### src/rtl/data_mem_ctrl_if.sv
// Core request/response and word-bus memory signals of the data memory controller.
// slave: controller view; master: core + memory view.
interface data_mem_ctrl_if;
   logic        req_valid;
   logic        req_write;
   logic [2:0]  load;
   logic [1:0]  store;
   logic [31:0] addr;
   logic [31:0] wdata;
   logic        req_ready;
   logic        rsp_valid;
   logic [31:0] rdata;
   logic        err;
   logic        mem_req;
   logic        mem_we;
   logic [31:0] mem_addr;
   logic [3:0]  mem_be;
   logic [31:0] mem_wdata;
   logic        mem_ack;
   logic [31:0] mem_rdata;

   modport slave (
      input  req_valid, req_write, load, store, addr, wdata, mem_ack, mem_rdata,
      output req_ready, rsp_valid, rdata, err, mem_req, mem_we, mem_addr, mem_be, mem_wdata
   );

   modport master (
      output req_valid, req_write, load, store, addr, wdata, mem_ack, mem_rdata,
      input  req_ready, rsp_valid, rdata, err, mem_req, mem_we, mem_addr, mem_be, mem_wdata
   );
endinterface

### src/rtl/data_mem_ctrl.sv
// Data memory controller: sizes and aligns core loads/stores onto a 32-bit word bus.
// Macro MISALIGNED_SPLIT_EN: misaligned accesses become two word accesses instead of err.
module data_mem_ctrl #(
   parameter int unsigned TIMEOUT_CYC = 255
) (
   input logic            clk,
   input logic            rst,
   data_mem_ctrl_if.slave bus
);
   // state | meaning
   // IDLE  | ready for a request
   // ACC0  | first (or only) word access; rejected misaligned access passes through
   // ACC1  | spill word access at next word address (split build only)
   // RESP  | one-cycle response
   typedef enum logic [1:0] {
      IDLE = 2'd0,
      ACC0 = 2'd1,
`ifdef MISALIGNED_SPLIT_EN
      ACC1 = 2'd2,
`endif
      RESP = 2'd3
   } state_t;

   localparam logic [1:0]  SZ_B     = 2'd0;
   localparam logic [1:0]  SZ_H     = 2'd1;
   localparam logic [1:0]  SZ_W     = 2'd2;
   localparam logic [15:0] TMR_LOAD = 16'(TIMEOUT_CYC - 1);

   state_t      state_q, state_d;
   logic [31:0] addr_q, wdata_q, rd0_q, rdata_q;
   logic        write_q, sign_q, err_q;
   logic [1:0]  size_q;
   logic [15:0] tmr_q;

   logic        accept, ack, fail, in_acc1, misal, mem_go;
   logic [3:0]  mask;
   logic [7:0]  be8;
   logic [63:0] wd64, rd64;
   logic [31:0] rd_sh, rd_ext;

`ifdef MISALIGNED_SPLIT_EN
   assign in_acc1 = (state_q == ACC1);
`else
   assign in_acc1 = 1'b0;
`endif

   // Lanes shifted past bit 3 belong to the spill word.
   always_comb begin
      case (size_q)
         SZ_B:    mask = 4'b0001;
         SZ_H:    mask = 4'b0011;
         default: mask = 4'b1111;
      endcase
      be8   = {4'b0000, mask} << addr_q[1:0];
      misal = |be8[7:4];
      wd64  = {32'h0, wdata_q} << {addr_q[1:0], 3'b000};
      rd64  = in_acc1 ? {bus.mem_rdata, rd0_q} : {32'h0, bus.mem_rdata};
      rd_sh = 32'(rd64 >> {addr_q[1:0], 3'b000});
      case (size_q)
         SZ_B:    rd_ext = {{24{sign_q & rd_sh[7]}}, rd_sh[7:0]};
         SZ_H:    rd_ext = {{16{sign_q & rd_sh[15]}}, rd_sh[15:0]};
         default: rd_ext = rd_sh;
      endcase
   end

   always_ff @(posedge clk or posedge rst) begin
      if (rst) state_q <= IDLE;
      else     state_q <= state_d;
   end

   always_comb begin
      state_d = state_q;
      accept  = 1'b0;
      ack     = 1'b0;
      fail    = 1'b0;
      mem_go  = 1'b0;
      case (state_q)
         IDLE: if (bus.req_valid) begin
            accept  = 1'b1;
            state_d = ACC0;
         end
         ACC0: begin
`ifdef MISALIGNED_SPLIT_EN
            mem_go = 1'b1;
            if (bus.mem_ack) begin
               ack     = 1'b1;
               state_d = misal ? ACC1 : RESP;
            end else if (tmr_q == 16'd0) begin
               fail    = 1'b1;
               state_d = RESP;
            end
`else
            if (misal) begin
               fail    = 1'b1;
               state_d = RESP;
            end else begin
               mem_go = 1'b1;
               if (bus.mem_ack) begin
                  ack     = 1'b1;
                  state_d = RESP;
               end else if (tmr_q == 16'd0) begin
                  fail    = 1'b1;
                  state_d = RESP;
               end
            end
`endif
         end
`ifdef MISALIGNED_SPLIT_EN
         ACC1: begin
            mem_go = 1'b1;
            if (bus.mem_ack) begin
               ack     = 1'b1;
               state_d = RESP;
            end else if (tmr_q == 16'd0) begin
               fail    = 1'b1;
               state_d = RESP;
            end
         end
`endif
         RESP:    state_d = IDLE;
         default: state_d = IDLE;
      endcase

      bus.req_ready = (state_q == IDLE);
      bus.rsp_valid = (state_q == RESP);
      bus.err       = (state_q == RESP) & err_q;
      bus.rdata     = (state_q == RESP) ? rdata_q : 32'h0;
      bus.mem_req   = mem_go;
      bus.mem_we    = mem_go & write_q;
      bus.mem_addr  = 32'h0;
      bus.mem_be    = 4'b0000;
      bus.mem_wdata = 32'h0;
      if (mem_go) begin
         bus.mem_addr = {addr_q[31:2] + (in_acc1 ? 30'd1 : 30'd0), 2'b00};
         bus.mem_be   = in_acc1 ? be8[7:4] : be8[3:0];
         if (write_q) bus.mem_wdata = in_acc1 ? wd64[63:32] : wd64[31:0];
      end
   end

   always_ff @(posedge clk or posedge rst) begin
      if (rst) begin
         addr_q  <= 32'h0;
         wdata_q <= 32'h0;
         rd0_q   <= 32'h0;
         rdata_q <= 32'h0;
         write_q <= 1'b0;
         sign_q  <= 1'b0;
         err_q   <= 1'b0;
         size_q  <= SZ_W;
         tmr_q   <= 16'd0;
      end else if (accept) begin
         addr_q  <= bus.addr;
         write_q <= bus.req_write;
         wdata_q <= bus.wdata;
         err_q   <= 1'b0;
         rdata_q <= 32'h0;
         tmr_q   <= TMR_LOAD;
         sign_q  <= 1'b0;
         size_q  <= SZ_W;
         if (bus.req_write) begin
            case (bus.store)
               2'b01:   size_q <= SZ_H;
               2'b10:   size_q <= SZ_B;
               default: size_q <= SZ_W;
            endcase
         end else begin
            case (bus.load)
               3'b001:  begin size_q <= SZ_H; sign_q <= 1'b1; end
               3'b010:  begin size_q <= SZ_B; sign_q <= 1'b1; end
               3'b011:  size_q <= SZ_H;
               3'b100:  size_q <= SZ_B;
               default: size_q <= SZ_W;
            endcase
         end
      end else if (ack) begin
         tmr_q <= TMR_LOAD;
         if (!write_q) begin
            rd0_q   <= bus.mem_rdata;
            rdata_q <= rd_ext;
         end
      end else if (fail) begin
         err_q   <= 1'b1;
         rdata_q <= 32'h0;
         tmr_q   <= 16'd0;
      end else if (mem_go) begin
         tmr_q <= tmr_q - 16'd1;
      end else if (state_q == RESP) begin
         tmr_q <= 16'd0;
      end
   end
endmodule
### src/flat_wrapper.sv
// flat-port wrapper written by rule: the top's interface ports become plain ports
module data_mem_ctrl_flat 
#(
   parameter int unsigned TIMEOUT_CYC = 255
)
  (clk, rst, bus_req_valid, bus_req_write, bus_load, bus_store, bus_addr, bus_wdata, bus_mem_ack, bus_mem_rdata, bus_req_ready, bus_rsp_valid, bus_rdata, bus_err, bus_mem_req, bus_mem_we, bus_mem_addr, bus_mem_be, bus_mem_wdata);
  data_mem_ctrl_if bus_i ();
  input logic clk;
  input logic rst;
  input wire logic [$bits(bus_i.req_valid)-1:0] bus_req_valid;
  input wire logic [$bits(bus_i.req_write)-1:0] bus_req_write;
  input wire logic [$bits(bus_i.load)-1:0] bus_load;
  input wire logic [$bits(bus_i.store)-1:0] bus_store;
  input wire logic [$bits(bus_i.addr)-1:0] bus_addr;
  input wire logic [$bits(bus_i.wdata)-1:0] bus_wdata;
  input wire logic [$bits(bus_i.mem_ack)-1:0] bus_mem_ack;
  input wire logic [$bits(bus_i.mem_rdata)-1:0] bus_mem_rdata;
  output wire logic [$bits(bus_i.req_ready)-1:0] bus_req_ready;
  output wire logic [$bits(bus_i.rsp_valid)-1:0] bus_rsp_valid;
  output wire logic [$bits(bus_i.rdata)-1:0] bus_rdata;
  output wire logic [$bits(bus_i.err)-1:0] bus_err;
  output wire logic [$bits(bus_i.mem_req)-1:0] bus_mem_req;
  output wire logic [$bits(bus_i.mem_we)-1:0] bus_mem_we;
  output wire logic [$bits(bus_i.mem_addr)-1:0] bus_mem_addr;
  output wire logic [$bits(bus_i.mem_be)-1:0] bus_mem_be;
  output wire logic [$bits(bus_i.mem_wdata)-1:0] bus_mem_wdata;
  assign bus_i.req_valid = bus_req_valid;
  assign bus_i.req_write = bus_req_write;
  assign bus_i.load = bus_load;
  assign bus_i.store = bus_store;
  assign bus_i.addr = bus_addr;
  assign bus_i.wdata = bus_wdata;
  assign bus_i.mem_ack = bus_mem_ack;
  assign bus_i.mem_rdata = bus_mem_rdata;
  assign bus_req_ready = bus_i.req_ready;
  assign bus_rsp_valid = bus_i.rsp_valid;
  assign bus_rdata = bus_i.rdata;
  assign bus_err = bus_i.err;
  assign bus_mem_req = bus_i.mem_req;
  assign bus_mem_we = bus_i.mem_we;
  assign bus_mem_addr = bus_i.mem_addr;
  assign bus_mem_be = bus_i.mem_be;
  assign bus_mem_wdata = bus_i.mem_wdata;
  data_mem_ctrl #(.TIMEOUT_CYC(TIMEOUT_CYC)) u_core (.clk(clk), .rst(rst), .bus(bus_i));
endmodule
### config.mk
export PLATFORM = sky130hd
export DESIGN_NAME = data_mem_ctrl_flat
export DESIGN_NICKNAME = d
export VERILOG_FILES = /design/src/rtl/data_mem_ctrl_if.sv /design/src/rtl/data_mem_ctrl.sv /design/src/flat_wrapper.sv
export SDC_FILE = /design/constraint.sdc
export NUM_CORES = 1
export LEC_CHECK = 0
export ABC_AREA = 1
export CORE_MARGIN = 1
export CORE_UTILIZATION = 45
export DETAILED_ROUTE_END_ITERATION = 6
export GPL_ROUTABILITY_DRIVEN = 0
export HOLD_SLACK_MARGIN = 0.08
export MAX_ROUTING_LAYER = met4
export PLACE_DENSITY_LB_ADDON = 0.1
export SYNTH_ARGS = -nofsm -noshare
export SYNTH_HDL_FRONTEND = slang
export SYNTH_SLANG_ARGS = --single-unit
### constraint.sdc
create_clock -name clk -period 7.5 [get_ports clk]
set_clock_uncertainty 0.15 [all_clocks]
set_input_delay 0.75 -clock clk [delete_from_list [all_inputs] [get_ports clk]]
set_output_delay 0.75 -clock clk [all_outputs]
set_load 0.01 [all_outputs]
======== Yosys cells after proc, flatten, opt, wreduce, memory -nomap -nowiden ========
Index checks and enable logic that the tools add are counted.
storage, ports and cells
  register bits after elaboration ......... 119
  logic and storage cells ................. 83
operators by class
  $add $sub $neg .......................... 1
  equality and inequality tests ........... 13
  shift-type cells ........................ 3
  multiplexer cells ....................... 40
  bitwise gates (word level) .............. 4
  reductions and logical operators ........ 13
operator list
  cell                     number
  $mux W32                 8
  $mux W16                 5
  $pmux W32 S2             1
  $shl A32 B5 Y32          1
  $shr A32 B5 Y32          1
  $logic_not A16 Y1        1
  $mux W1                  16
  $sub A16 B1 Y16 const B  1
  $pmux W2 S2              3
  $mux W2                  5
  $pmux W4 S2              1
  $shl A4 B2 Y8            1
  $eq A2 B1 Y1 const B     3
  $eq A3 B2 Y1 const B     2
  $reduce_and A2 Y1        3
  $reduce_or A2 Y1         3
  $reduce_bool A5 Y1       1
  $and A1 B1 Y1            4
  $eq A2 B2 Y1 const B     2
  $logic_not A2 Y1         2
  $mux W4                  1
  $ne A4 B2 Y1 const B     1
  $reduce_or A4 Y1         1
  $eq A3 B1 Y1 const B     1
  6 further kinds          6

======== Depth between registers and ports, before layout ========
  depth in word-level cells ............... 10
  gate-level depth with buffers ........... 12

======== Worst setup path after synthesis ========
Ideal clock, no wire load.
  path type ............................... register to output
  from .................................... register u_core.addr_q[0]
  to ...................................... output bus_mem_wdata[10]
  data arrival time ....................... 1.455 ns
  setup slack ............................. 5.145 ns
  cell stages (with the launch flop) ...... 10
  path buffers ............................ 2
  cells stage by stage .................... dfrtp_1 buf_6 inv_2 nand2_1 nand3_4 nand2_2 nor2_4 nand2_2 buf_2 nor2_1
on the way
  cells in the longest elaborated chain, start to end .. 5
  elaborated cells between the ends (all ways) .. 7
  those cells by class .................... 2 x shift; 4 x mux; 1 x reduce/logical
ends and longest elaborated chain
  element                 RTL line              source
  start, declared         data_mem_ctrl.sv:30   logic [31:0] addr_q, wdata_q, rd0_q, rdata_q;
  start signal, assigned  data_mem_ctrl.sv:152  addr_q <= bus.addr;
  $shl A4 B2 Y8           data_mem_ctrl.sv:54   be8 = {4'b0000, mask} << addr_q[1:0];
  $reduce_or A4 Y1        data_mem_ctrl.sv:55   misal = |be8[7:4];
  $mux W1                 data_mem_ctrl.sv:93   if (misal) begin
  $mux W1                 data_mem_ctrl.sv:77   case (state_q)
  $mux W32 *              data_mem_ctrl.sv:133  if (mem_go) begin
  end, declared           flat_wrapper.sv:26    output wire logic [$bits(bus_i.mem_wdata)-1:0] bus_mem_wdata;
Mark *: on every way between the ends. The rest lies on a longest branch, timed or not.

======== Worst setup path after layout ========
  from .................................... register u_core.addr_q[1]
  to ...................................... output bus_mem_wdata[17]
The elaborated chain is that of the path after synthesis.

==> summary.md <==
| Metric | Value |
|---|---|
| P&R area growth vs syn | `36.4%` |
| Die width | `129 µm` |
| Max clock buf depth | `2` |
| CTS tree | `built` |
| Hold Path End | `u_core.rdata_q[26]` |
| First-pass DRT Iterations | `5` |
| Crit path launch | `u_core.addr_q[1]` |
| Main flop type after synthesis | `dfrtp_1` |
| Via Count | `7097` |
| Placed Instances | `1402` |
| DR WL/cell | `14.3 µm` |
| Syn Inst Count | `1040` |
| Final worst path period share | `0.690` |
| CTS Hold Bufs | `0` |
| Endpoints failing setup | `0` |
| CP Data Required Time | `6600 ps` |
| Hpwl dp | `14200 µm` |
| Setup Buffers After CTS | `0` |
| Hold depth | `2` |
| Seq/Total Area, Yosys | `0.413` |
| R2r startpoint | `u_core.addr_q[1]` |
| PostCTS Resize Cnt | `0` |
| Post-Syn Area | `7210 µm²` |
| Initial antenna violation count | `0` |
| Tmin final | `5170 ps` |
| CTS Buf Count | `17` |
| Hold Crit Start | `u_core.rdata_q[26]` |
| CP Max Fanout | `58` |
| Buf+Inv Stages, Crit Path | `3` |
| Maxcap violations | `0` |
| Die Area | `16500 µm²` |
| I/O pin count | `211` |
| ANT nets after route | `0` |
| WHS | `324 ps` |
| Most common cell in the synthesized netlist | `nand2_1` |
| Top cells by area, synth | `dfrtp_1 (41%), nand2_1 (16%), nor2_1 (7.3%)` |
| Critical path's largest stage delay | `1010 ps` |
| Clock transition at path regs | `60 ps` |
| Root Buffer Master | `clkbuf_16` |
| Overall Global Routing Usage | `0.267` |
| Worst r2r path cells | `7` |
| Final design utilization | `0.637` |
| I/O Buffers | `208` |
| Grt ovf | `0` |
| Worst-case vdd ir drop | `0.241 mV` |
| Synthesized flop and latch total | `119` |
| Slew Limit Fails | `0` |
| CTS H-Tree Depth | `4` |
| Vias per cell | `4.95` |
| 1st-iter DRT viols | `697` |
| RSZ-0062 raised after global routing | `false` |
| # clock sinks | `119` |
| CP Capture Type | `output port` |
| Layout Cells excl Fill | `1434` |
| Tightest Pin Transition | `981 ps` |
| Synth area leader | `dfrtp_1` |
| Die Y | `129 µm` |
| Final Hold Viols | `0` |
| Clock Latency Late Sink | `420 ps` |
| Relative slew slack | `0.344` |
| HP Class | `reg2reg` |
| Synth top cells by count | `nand2_1 (306), nor2_1 (140), inv_1 (138)` |
| Diodes inserted | `0` |
| Ys Warns | `0` |
| Storage cell area | `2980 µm²` |
| Top cell type's share of synthesized area | `0.410` |
| Syn Area/Cell | `6.93 µm²` |
| First-pass GRT wire length | `33200 µm` |
| Drt drc | `0` |
| Number of synthesized flops with an enable pin | `0` |
| Max Clock Freq | `193 MHz` |
| Yosys cell types | `41` |
| Nets | `1318` |
| Status | `finished, final reports clean` |
| CP Class | `reg2out` |
| Worst path depth | `8` |
| Startpoint Class | `flop` |
| Row cnt | `45` |
| Area of the multi-input gates | `3320 µm²` |
| Slowest-stage cell, CP | `dfrtp_2` |
| Largest net degree at the start of global routing | `98` |
| Core area | `15400 µm²` |
| Proportion of layout cells with a drive suffix above 1 | `0.0630` |
| CP delay by family, top | `buffers and inverters` |
| P per Cell Area | `398 nW/µm²` |
| Final WL | `20500 µm` |
| Fill count | `1416` |
| Flop2flop setup slack | `3490 ps` |
| Vias in the first global route | `6557` |
| Crit path DAT | `4270 ps` |
| Leakage | `4.61 nW` |
| Worst-path cell chain | `inv_1 > nand2_1 > nand3_4 > nand2_2 > nor2_4 > inv_2 > a211oi_1 > clkdlybuf4s50_1` |
| RR Endpoint | `u_core.rdata_q[19]` |
| Initial core utilization | `0.467` |
| Setup total negative slack | `0 ps` |
| Async SR Flop Fraction | `1.00` |
## per-layer routing
layer,track usage,up-vias,wire [µm]
li1,-,3565,-
met1,0.357,3232,9420
met2,0.386,270,8970
met3,0.0857,30,1770
met4,0.0754,0,350
met5,-,-,0
## sequential cells by signal, summed over array words and instances, names as in the netlist
name / count
u_core.rdata_q: 32
u_core.size_q: 2
u_core.sign_q: 1
u_core.addr_q: 32
u_core.wdata_q: 32
u_core.tmr_q: 16
u_core.write_q: 1
u_core.state_q: 2
u_core.err_q: 1
## power breakdown
part           total (mW)  internal (mW)  switching (mW)
sequential           1.12          0.918           0.202
clock               0.840          0.539           0.301
combinational        1.95          0.745            1.21
## placed cells by master, fill, tap and decap left out, types with 10 or more instances in the layout
cell type	instances
o21ai_1	10
o21ai_0	85
a21oi_1	40
clkdlybuf4s50_1	208
nor2_1	140
o211ai_1	10
nand2_1	306
inv_1	137
a211oi_1	15
clkbuf_16	17
nand3_2	11
dfrtp_1	116
nand3_1	48
## worst min-delay path, stage by stage, from the launching register on
cell and delay (ps):
dfrtp_1 340, nand2_1 50, nand2_1 50
## area by class of cell
type,instances,share of cell area
clock buffer,20,0.0465
inverter,145,0.0556
clock inverter,12,0.0154
sequential,119,0.303
multi-input combinational,715,0.338
timing repair buffer,212,0.215
tap,211,0.0269
## through the flow
| stage | area (µm²) | worst slack (ps) | total power [mW] |
|---|---|---|---|
| final | 9830 | 2330 | 3.91 |
| after global routing | 9830 | 1940 | 4.22 |
| after CTS | 9830 | 2330 | 3.92 |
| after detailed placement | 9220 | 2790 | 3.07 |
| after global placement | 9220 | 2860 | 3.05 |
| after floorplan | 7210 | 3440 | 2.46 |
## worst max-delay path by stage
stage	slack, ps	endpoint
finish	2330	bus_mem_wdata[17]
global route	1940	bus_mem_wdata[12]
CTS	2330	bus_mem_wdata[12]
detailed placement	2790	bus_mem_wdata[12]
global placement	2860	bus_mem_wdata[19]
floorplan	3440	u_core.addr_q[0]
## logic make-up (layout without fill, tap and decap cells)
logic type,after synthesis,in the layout,share of synthesized area
AO/OA/AOI/OAI,167,167,0.129
XOR/XNOR,10,10,0.0121
adder cells (fa/ha/maj),2,2,0.00347
buffers and inverters,207,389,0.127
flip-flops,119,119,0.413
other,1,2,0.000520
AND/OR/NAND/NOR,534,534,0.315
(Power assumes the default switching activity.)
